<file path="src/rtl/mem_stage_pkg.sv">
// Shared definitions for the memory stage: FSM state encodings, the default
// wait-timeout, the wait-counter width and a word-alignment helper.
package mem_stage_pkg;

   typedef logic [0:0] state_t;

   localparam state_t ST_IDLE = 1'b0;
   localparam state_t ST_WAIT = 1'b1;

   localparam int unsigned TIMEOUT_DEFAULT = 15;

   // Wide enough for the largest legal TIMEOUT (255).
   localparam int unsigned CNT_W = 8;

   function automatic logic word_aligned(input logic [1:0] lsb);
      return (lsb == 2'b00);
   endfunction

endpackage

</file>
<file path="src/rtl/mem_wb_reg.sv">
// MEM/WB pipeline register.
// Ports:
//   clk, rst          clock and synchronous active-high reset (clears all)
//   en                load all fields from the *_in inputs
//   bubble            clear the control bits, keep the data fields
//                     (overrides en)
//   *_in              next MEM/WB contents
//   wb_*              registered MEM/WB outputs
module mem_wb_reg #(
   parameter int unsigned DATA_W = 32
) (
   input  logic              clk,
   input  logic              rst,
   input  logic              en,
   input  logic              bubble,
   input  logic              regwrite_in,
   input  logic              memtoreg_in,
   input  logic [DATA_W-1:0] rdata_in,
   input  logic [DATA_W-1:0] alu_res_in,
   input  logic [4:0]        wreg_in,
   output logic              wb_regwrite,
   output logic              wb_memtoreg,
   output logic [DATA_W-1:0] wb_rdata,
   output logic [DATA_W-1:0] wb_alu_res,
   output logic [4:0]        wb_wreg
);

   logic              regwrite_q, regwrite_d;
   logic              memtoreg_q, memtoreg_d;
   logic [DATA_W-1:0] rdata_q,    rdata_d;
   logic [DATA_W-1:0] alu_res_q,  alu_res_d;
   logic [4:0]        wreg_q,     wreg_d;

   always_comb begin
      regwrite_d = regwrite_q;
      memtoreg_d = memtoreg_q;
      rdata_d    = rdata_q;
      alu_res_d  = alu_res_q;
      wreg_d     = wreg_q;
      if (bubble) begin
         regwrite_d = 1'b0;
         memtoreg_d = 1'b0;
      end else if (en) begin
         regwrite_d = regwrite_in;
         memtoreg_d = memtoreg_in;
         rdata_d    = rdata_in;
         alu_res_d  = alu_res_in;
         wreg_d     = wreg_in;
      end
   end

   always_ff @(posedge clk) begin
      if (rst) begin
         regwrite_q <= 1'b0;
         memtoreg_q <= 1'b0;
         rdata_q    <= '0;
         alu_res_q  <= '0;
         wreg_q     <= '0;
      end else begin
         regwrite_q <= regwrite_d;
         memtoreg_q <= memtoreg_d;
         rdata_q    <= rdata_d;
         alu_res_q  <= alu_res_d;
         wreg_q     <= wreg_d;
      end
   end

   assign wb_regwrite = regwrite_q;
   assign wb_memtoreg = memtoreg_q;
   assign wb_rdata    = rdata_q;
   assign wb_alu_res  = alu_res_q;
   assign wb_wreg     = wreg_q;

endmodule

</file>
<file path="src/rtl/mem_stage.sv">
// Pipeline memory stage: issues data-memory requests, waits for dm_ack with a
// bounded wait, flags misaligned accesses and timeouts in a sticky mem_err,
// resolves the branch redirect and feeds the MEM/WB register.
// Ports:
//   clk, rst                    clock, synchronous active-high reset
//   MEM_*                       control/data from the EX/MEM register
//   dm_req/dm_we/dm_addr/dm_wdata  data-memory request (zero when idle)
//   dm_rdata/dm_ack             data-memory response, same-cycle valid
//   PCSrc, pc_br_out            branch redirect to fetch
//   mem_stall                   freeze request for upstream stages
//   mem_err                     sticky misalignment/timeout flag
//   WB_*                        MEM/WB register outputs
module mem_stage
   import mem_stage_pkg::*;
#(
   parameter int unsigned DATA_W  = 32,
   parameter int unsigned TIMEOUT = TIMEOUT_DEFAULT
) (
   input  logic              clk,
   input  logic              rst,
   input  logic              MEM_RegWrite,
   input  logic              MEM_Branch,
   input  logic              MEM_MemRead,
   input  logic              MEM_MemWrite,
   input  logic              MEM_zero,
   input  logic [DATA_W-1:0] MEM_pc_br,
   input  logic [DATA_W-1:0] MEM_ALU_res,
   input  logic [DATA_W-1:0] MEM_rdata2,
   input  logic [4:0]        MEM_wreg,
   output logic              dm_req,
   output logic              dm_we,
   output logic [DATA_W-1:0] dm_addr,
   output logic [DATA_W-1:0] dm_wdata,
   input  logic [DATA_W-1:0] dm_rdata,
   input  logic              dm_ack,
   output logic              PCSrc,
   output logic [DATA_W-1:0] pc_br_out,
   output logic              mem_stall,
   output logic              mem_err,
   output logic              WB_RegWrite,
   output logic              WB_MemtoReg,
   output logic [DATA_W-1:0] WB_rdata,
   output logic [DATA_W-1:0] WB_ALU_res,
   output logic [4:0]        WB_wreg
);

   localparam logic [CNT_W-1:0] TIMEOUT_CNT = CNT_W'(TIMEOUT);

   state_t           state_q, state_d;
   logic [CNT_W-1:0] cnt_q,   cnt_d;
   logic             err_q,   err_d;

   logic              access;
   logic              is_read;
   logic              aligned;
   logic              req_idle;
   logic              misalign_evt;
   logic              timeout_hit;
   logic              rd_done;
   logic              wb_en;
   logic              wb_bubble;
   logic [DATA_W-1:0] wb_rdata_in;

   // A simultaneous read+write is treated as a write; the read is dropped.
   assign access  = MEM_MemRead | MEM_MemWrite;
   assign is_read = MEM_MemRead & ~MEM_MemWrite;
   assign aligned = word_aligned(MEM_ALU_res[1:0]);

   assign req_idle     = (state_q == ST_IDLE) & access & aligned;
   assign misalign_evt = (state_q == ST_IDLE) & access & ~aligned;
   // The WAIT cycle in which the counter would reach TIMEOUT is the last one.
   assign timeout_hit  = (state_q == ST_WAIT) & ~dm_ack &
                         ((cnt_q + 1'b1) == TIMEOUT_CNT);

   assign dm_req    = req_idle | (state_q == ST_WAIT);
   assign dm_we     = dm_req & MEM_MemWrite;
   assign dm_addr   = dm_req ? MEM_ALU_res : '0;
   assign dm_wdata  = dm_req ? MEM_rdata2  : '0;
   assign mem_stall = dm_req & ~dm_ack;

   assign PCSrc     = MEM_Branch & MEM_zero;
   assign pc_br_out = MEM_pc_br;

   always_comb begin
      state_d = state_q;
      cnt_d   = cnt_q;
      err_d   = err_q | misalign_evt | timeout_hit;
      case (state_q)
         ST_IDLE: begin
            if (req_idle && !dm_ack) begin
               state_d = ST_WAIT;
               cnt_d   = '0;
            end
         end
         ST_WAIT: begin
            if (dm_ack || timeout_hit) begin
               state_d = ST_IDLE;
               cnt_d   = '0;
            end else begin
               cnt_d = cnt_q + 1'b1;
            end
         end
         default: begin
            state_d = ST_IDLE;
            cnt_d   = '0;
         end
      endcase
   end

   always_ff @(posedge clk) begin
      if (rst) begin
         state_q <= ST_IDLE;
         cnt_q   <= '0;
         err_q   <= 1'b0;
      end else begin
         state_q <= state_d;
         cnt_q   <= cnt_d;
         err_q   <= err_d;
      end
   end

   assign mem_err = err_q;

   assign rd_done     = dm_req & dm_ack & is_read;
   assign wb_rdata_in = rd_done ? dm_rdata : '0;
   assign wb_en       = ~mem_stall;
   // timeout_hit is already a stall edge; listed for clarity of intent.
   assign wb_bubble   = mem_stall | misalign_evt | timeout_hit;

   mem_wb_reg #(
      .DATA_W (DATA_W)
   ) u_mem_wb_reg (
      .clk         (clk),
      .rst         (rst),
      .en          (wb_en),
      .bubble      (wb_bubble),
      .regwrite_in (MEM_RegWrite),
      .memtoreg_in (is_read),
      .rdata_in    (wb_rdata_in),
      .alu_res_in  (MEM_ALU_res),
      .wreg_in     (MEM_wreg),
      .wb_regwrite (WB_RegWrite),
      .wb_memtoreg (WB_MemtoReg),
      .wb_rdata    (WB_rdata),
      .wb_alu_res  (WB_ALU_res),
      .wb_wreg     (WB_wreg)
   );

endmodule

</file>
<file path="config.mk">
export PLATFORM = sky130hd
export DESIGN_NAME = mem_stage
export DESIGN_NICKNAME = d
export VERILOG_FILES = /design/src/rtl/mem_stage_pkg.sv /design/src/rtl/mem_wb_reg.sv /design/src/rtl/mem_stage.sv
export SDC_FILE = /design/constraint.sdc
export NUM_CORES = 1
export LEC_CHECK = 0
export ABC_AREA = 1
export CAP_MARGIN = 15
export CORE_MARGIN = 10
export CORE_UTILIZATION = 37
export CTS_BUF_LIST = sky130_fd_sc_hd__clkbuf_4 sky130_fd_sc_hd__clkbuf_8
export DETAILED_ROUTE_END_ITERATION = 12
export GPL_TIMING_DRIVEN = 0
export PLACE_DENSITY = 0.95
export SLEW_MARGIN = 25
export SYNTH_ARGS = -nofsm -noshare
export SYNTH_HDL_FRONTEND = slang
export SYNTH_SLANG_ARGS = --single-unit
</file>
<file path="constraint.sdc">
create_clock -name clk -period 3.71 [get_ports clk]
set_input_delay 0.371 -clock clk [delete_from_list [all_inputs] [get_ports clk]]
set_output_delay 0.371 -clock clk [all_outputs]
set_load 0.005 [all_outputs]
</file>
# Word level (Yosys, flattened, before mapping)
# Index checks and enable logic that the tools add are counted.
# word_totals
reg_bits	81
input_bits	141
output_inout_bits	172
# op_classes
n_addsub	1
n_reduce_logical	6
mux	9
n_bitwise	23
n_eq_ne	2
# ops
operator	n
two-way mux 32 bit	3
two-way mux 8 bit	2
one-hot mux 8 bit (2 select lines)	1
bitwise AND 1 bit	11
adder 8 x 1 -> 8 bit (second input constant)	1
equality test 8 x 4 -> 1 bit (second input constant)	1
inverter 1 bit	6
bitwise OR 1 bit	6
zero test 2 bit	1
two-way mux 1 bit	2
inequality test 2 x 1 -> 1 bit (second input constant)	1
one-hot mux 1 bit (2 select lines)	1
AND reduction 2 bit	1
OR reduction 2 bit	1
logical AND 1 bit	1
zero test 1 bit	1
logical OR 1 bit	1

# Depth between registers and ports, before layout
# logic_depth
ltp_word	9
ltp_mapped	11

# Modules after synthesis
# Synthesis repeated with hierarchy kept, for this count alone.
# unflattened
cells_unflattened	797
area_unflattened_um2	4802.1
# by_module_without_submodules
module	instances	seq_area_each_um2	area_each_um2	cells_per_inst
mem_wb_reg	1	1421.4	2987.9	456
mem_stage	1	200.2	1814.2	341

# Worst setup path after synthesis
# No wires, ideal clock.
# synth_timing
kind	input to output
startpoint	in MEM_MemRead
endpoint	out dm_addr[10]
cell_stages	6
t_arrival_ns	1.314
path_slack_ns	2.025
n_path_buf	2
cell_sequence	inv_2 > a21oi_2 > a21oi_1 > clkbuf_1 > buf_1 > nor2_1
# synth_via
elab_chain_cells	5
# synth_lines
item	line	text
start, declared	mem_stage.sv:23	input logic MEM_MemRead,
bitwise OR 1 bit	mem_stage.sv:65	assign access = MEM_MemRead | MEM_MemWrite;
bitwise AND 1 bit (2 in series)	mem_stage.sv:69	assign req_idle = (state_q == ST_IDLE) & access & aligned;
bitwise OR 1 bit	mem_stage.sv:75	assign dm_req = req_idle | (state_q == ST_WAIT);
two-way mux 32 bit	mem_stage.sv:77	assign dm_addr = dm_req ? MEM_ALU_res : '0;
end, declared	mem_stage.sv:32	output logic [DATA_W-1:0] dm_addr,
# Every way passes these cells.

# Worst setup path after layout
# layout_timing
startpoint	in MEM_ALU_res[1]
endpoint	out dm_addr[7]
# layout_via
elab_chain_cells	4
# layout_lines
item	line	text
start, declared	mem_stage.sv:27	input logic [DATA_W-1:0] MEM_ALU_res,
zero test 2 bit	mem_stage_pkg.sv:16	return (lsb == 2'b00);
bitwise AND 1 bit	mem_stage.sv:69	
bitwise OR 1 bit	mem_stage.sv:75	
two-way mux 32 bit	mem_stage.sv:77	
# Every way passes these cells.

==> results.sh <==
export IMPL_status="completed"
export IMPL_start_util_pct=37.8
export IMPL_grt_pass1_vias=4585
export IMPL_diodes=0
export IMPL_cp_slowest_stage_delay_ns=0.58
export IMPL_clock_sinks=81
export IMPL_fin_util_pct=68.7
export IMPL_finalNonFillerCells=1017
export IMPL_maxCapViolations=0
export IMPL_io_buffers=279
export IMPL_routed_wirelength_um=16500
export IMPL_drt_iter0_markers=349
export IMPL_clock_root_buffer="clkbuf_8"
export IMPL_gr_total_overflow=0
export IMPL_synthesis_nets=729
export IMPL_clk_pin_slew_ns=0.08
export IMPL_critPathSlowestCell="clkdlybuf4s50_1"
export IMPL_design_area_um2=7060
export IMPL_crit_fanout=10
export IMPL_rsz0062_at_grt="false"
export IMPL_dp_cells=1001
export IMPL_die_height_um=122
export IMPL_relSlewSlack_pct=64.5
export IMPL_dr_pass1_iters=5
export IMPL_ys_seq_elements=81
export IMPL_cts_made_buffers=9
export IMPL_hp_class="input port to flop"
export IMPL_die_w_um=122
export IMPL_finalWorstSetupSlack_ns=0.660
export IMPL_vias=4677
export IMPL_dp_slack_ns=0.601
export IMPL_crit_type="input port to primary output"
export IMPL_postCtsResizedCells=0
export IMPL_area_growth_pct=81.7
export IMPL_powerDensity_nw_per_um2=314
export IMPL_drv_slew=0
export IMPL_fin_skew_ns=0.00877
export IMPL_yosys_warnings=0
export IMPL_gp_congestion=0.851
export IMPL_syn_area_um2=3880
export IMPL_layout_drive_gt1_share_pct=7.60
export IMPL_ant_nets=0
export IMPL_placed_area_um2=6850
export IMPL_max_slew_worst_pin_slew_ns=0.533
export IMPL_drc_errors=0
export IMPL_final_common_cell="clkdlybuf4s50_1"
export IMPL_core_area_um2=10300
export IMPL_grt_pass1_wl_um=24600
export IMPL_antenna_found_initial=0
export IMPL_setup_violations=0
export IMPL_cts_setup_buffers=0
export IMPL_min_period_ns=3.05
export IMPL_cts_tree="done"
export IMPL_p_leak_nw=2.98
export IMPL_ir_worst_vdd_mv=0.219
export IMPL_fin_tns_setup_ns=0
export IMPL_cts_max_level=3
export IMPL_fmaxAchievable_mhz=328
export IMPL_arrival_ns=2.68
export IMPL_grt_max_degree=16
export IMPL_worst_r2r_setup_slack_ns=1.98
export IMPL_ys_seq_area_share_pct=41.7
export IMPL_num_rows=37
export IMPL_vias_per_cell=4.60
export IMPL_die_area_um2=15000
export IMPL_final_cell_mix="279 x clkdlybuf4s50_1, 149 x nor2_1, 82 x inv_1"
export IMPL_dp_final_hpwl_um=13900
export IMPL_post_drt_wl_per_cell_um=16.3
export IMPL_pin_count=313
export IMPL_nNetsFinal=1019
export IMPL_ys_types=22
export IMPL_avgSynthCellArea_um2=6.63
export IMPL_required_ns=3.34
export IMPL_syn_instance_count=586
export IMPL_fin_crit_sh_pct=82.2
export IMPL_crit_path_end_kind="primary output"
export IMPL_cts_buffer_depth=2
export IMPL_insertion_delay_ns=0.35
export IMPL_grt_usage_pct=20.8
export IMPL_hold_violations=0
export IMPL_cts_hold_buf=0
export IMPL_path_cells="clkdlybuf4s50_1 > nor2_1 > a21oi_1 > clkbuf_1 > buf_1 > nor2_1 > clkdlybuf4s50_1"
export IMPL_crit_path_start_kind="input port"
[area by class of cell]
cell class | instances | area, um2
fill | 840 | 3220
timing repair buffer | 279 | 2790
sequential | 81 | 1620
multi-input combinational | 354 | 1540
buffer | 65 | 404
inverter | 86 | 323
tap | 136 | 170
clock buffer | 10 | 138
clock inverter | 6 | 75.1
[registers in the layout, indices dropped and copies added, names as in the netlist]
register / flops
cnt_q: 8
mem_err: 1
state_q: 1
u_mem_wb_reg.wb_alu_res: 32
u_mem_wb_reg.wb_memtoreg: 1
u_mem_wb_reg.wb_rdata: 32
u_mem_wb_reg.wb_regwrite: 1
u_mem_wb_reg.wb_wreg: 5
[critical path: cells and delay by family]
| kind | cells | cell delay [ns] |
|---|---|---|
| buffers and inverters | 4 | 1.94 |
| and+or+nand+nor | 2 | 0.14 |
| AOI/OAI and AO/OA | 1 | 0.21 |
[cell families after synthesis]
| group | after synthesis | share of synthesized area, % |
|---|---|---|
| and+or+nand+nor | 265 | 27.5 |
| buffers and inverters | 151 | 18.7 |
| AOI/OAI and AO/OA | 86 | 11.2 |
| DFF | 81 | 41.7 |
| adders and majority gates | 2 | 0.644 |
| xor gates and xnor gates | 1 | 0.225 |
[cell usage after synthesis]
cell type,n,area share [%]
nand3_1,42,5.4
buf_4,33,6.4
o21ai_0,40,5.2
clkbuf_1,17,1.6
a21oi_1,44,5.7
dfxtp_1,81,42
buf_6,4,1.2
inv_2,4,0.39
ha_1,2,0.64
a31oi_1,1,0.16
nand4_1,1,0.16
nor2_1,149,14
xnor2_1,1,0.23
nand2_2,2,0.32
a21oi_2,1,0.23
nand2_1,68,6.6
buf_1,6,0.58
nor2_2,1,0.16
nand3b_1,1,0.19
inv_1,82,7.9
nor3_2,1,0.26
buf_2,5,0.64
[power breakdown]
part | internal [mW] | total, mW | switching [mW]
combinational | 0.350 | 0.593 | 0.243
clock | 0.339 | 0.682 | 0.343
sequential | 0.916 | 0.939 | 0.0230
[routing by layer]
metal  share of wire, %  track usage [%]  vias to the layer above
li1                   -                -                     2338
met1                 38             22.6                     2123
met2                 52             38.7                      194
met3                8.0             6.15                       22
met4                1.9             5.38                        0
met5                  0                0                        -
[final timing paths]
kind,startpoint,endpoint,cells after the start
worst max-delay path,MEM_ALU_res[1],dm_addr[7],7
worst min-delay path,rst,mem_err,2
worst max register to register,state_q,u_mem_wb_reg.wb_alu_res[21],8
worst min register to register,u_mem_wb_reg.wb_rdata[18],u_mem_wb_reg.wb_rdata[18],2
[per-stage QoR]
stage          hold WS (ns)  power [mW]
6_report              0.462        2.21
4_1_cts               0.434        2.24
2_1_floorplan         0.453        1.17
3_3_place_gp          0.446        1.54
3_5_place_dp          0.450        1.56
5_1_grt               0.432        2.32
Note: power is estimated with default switching activity, not from simulation.
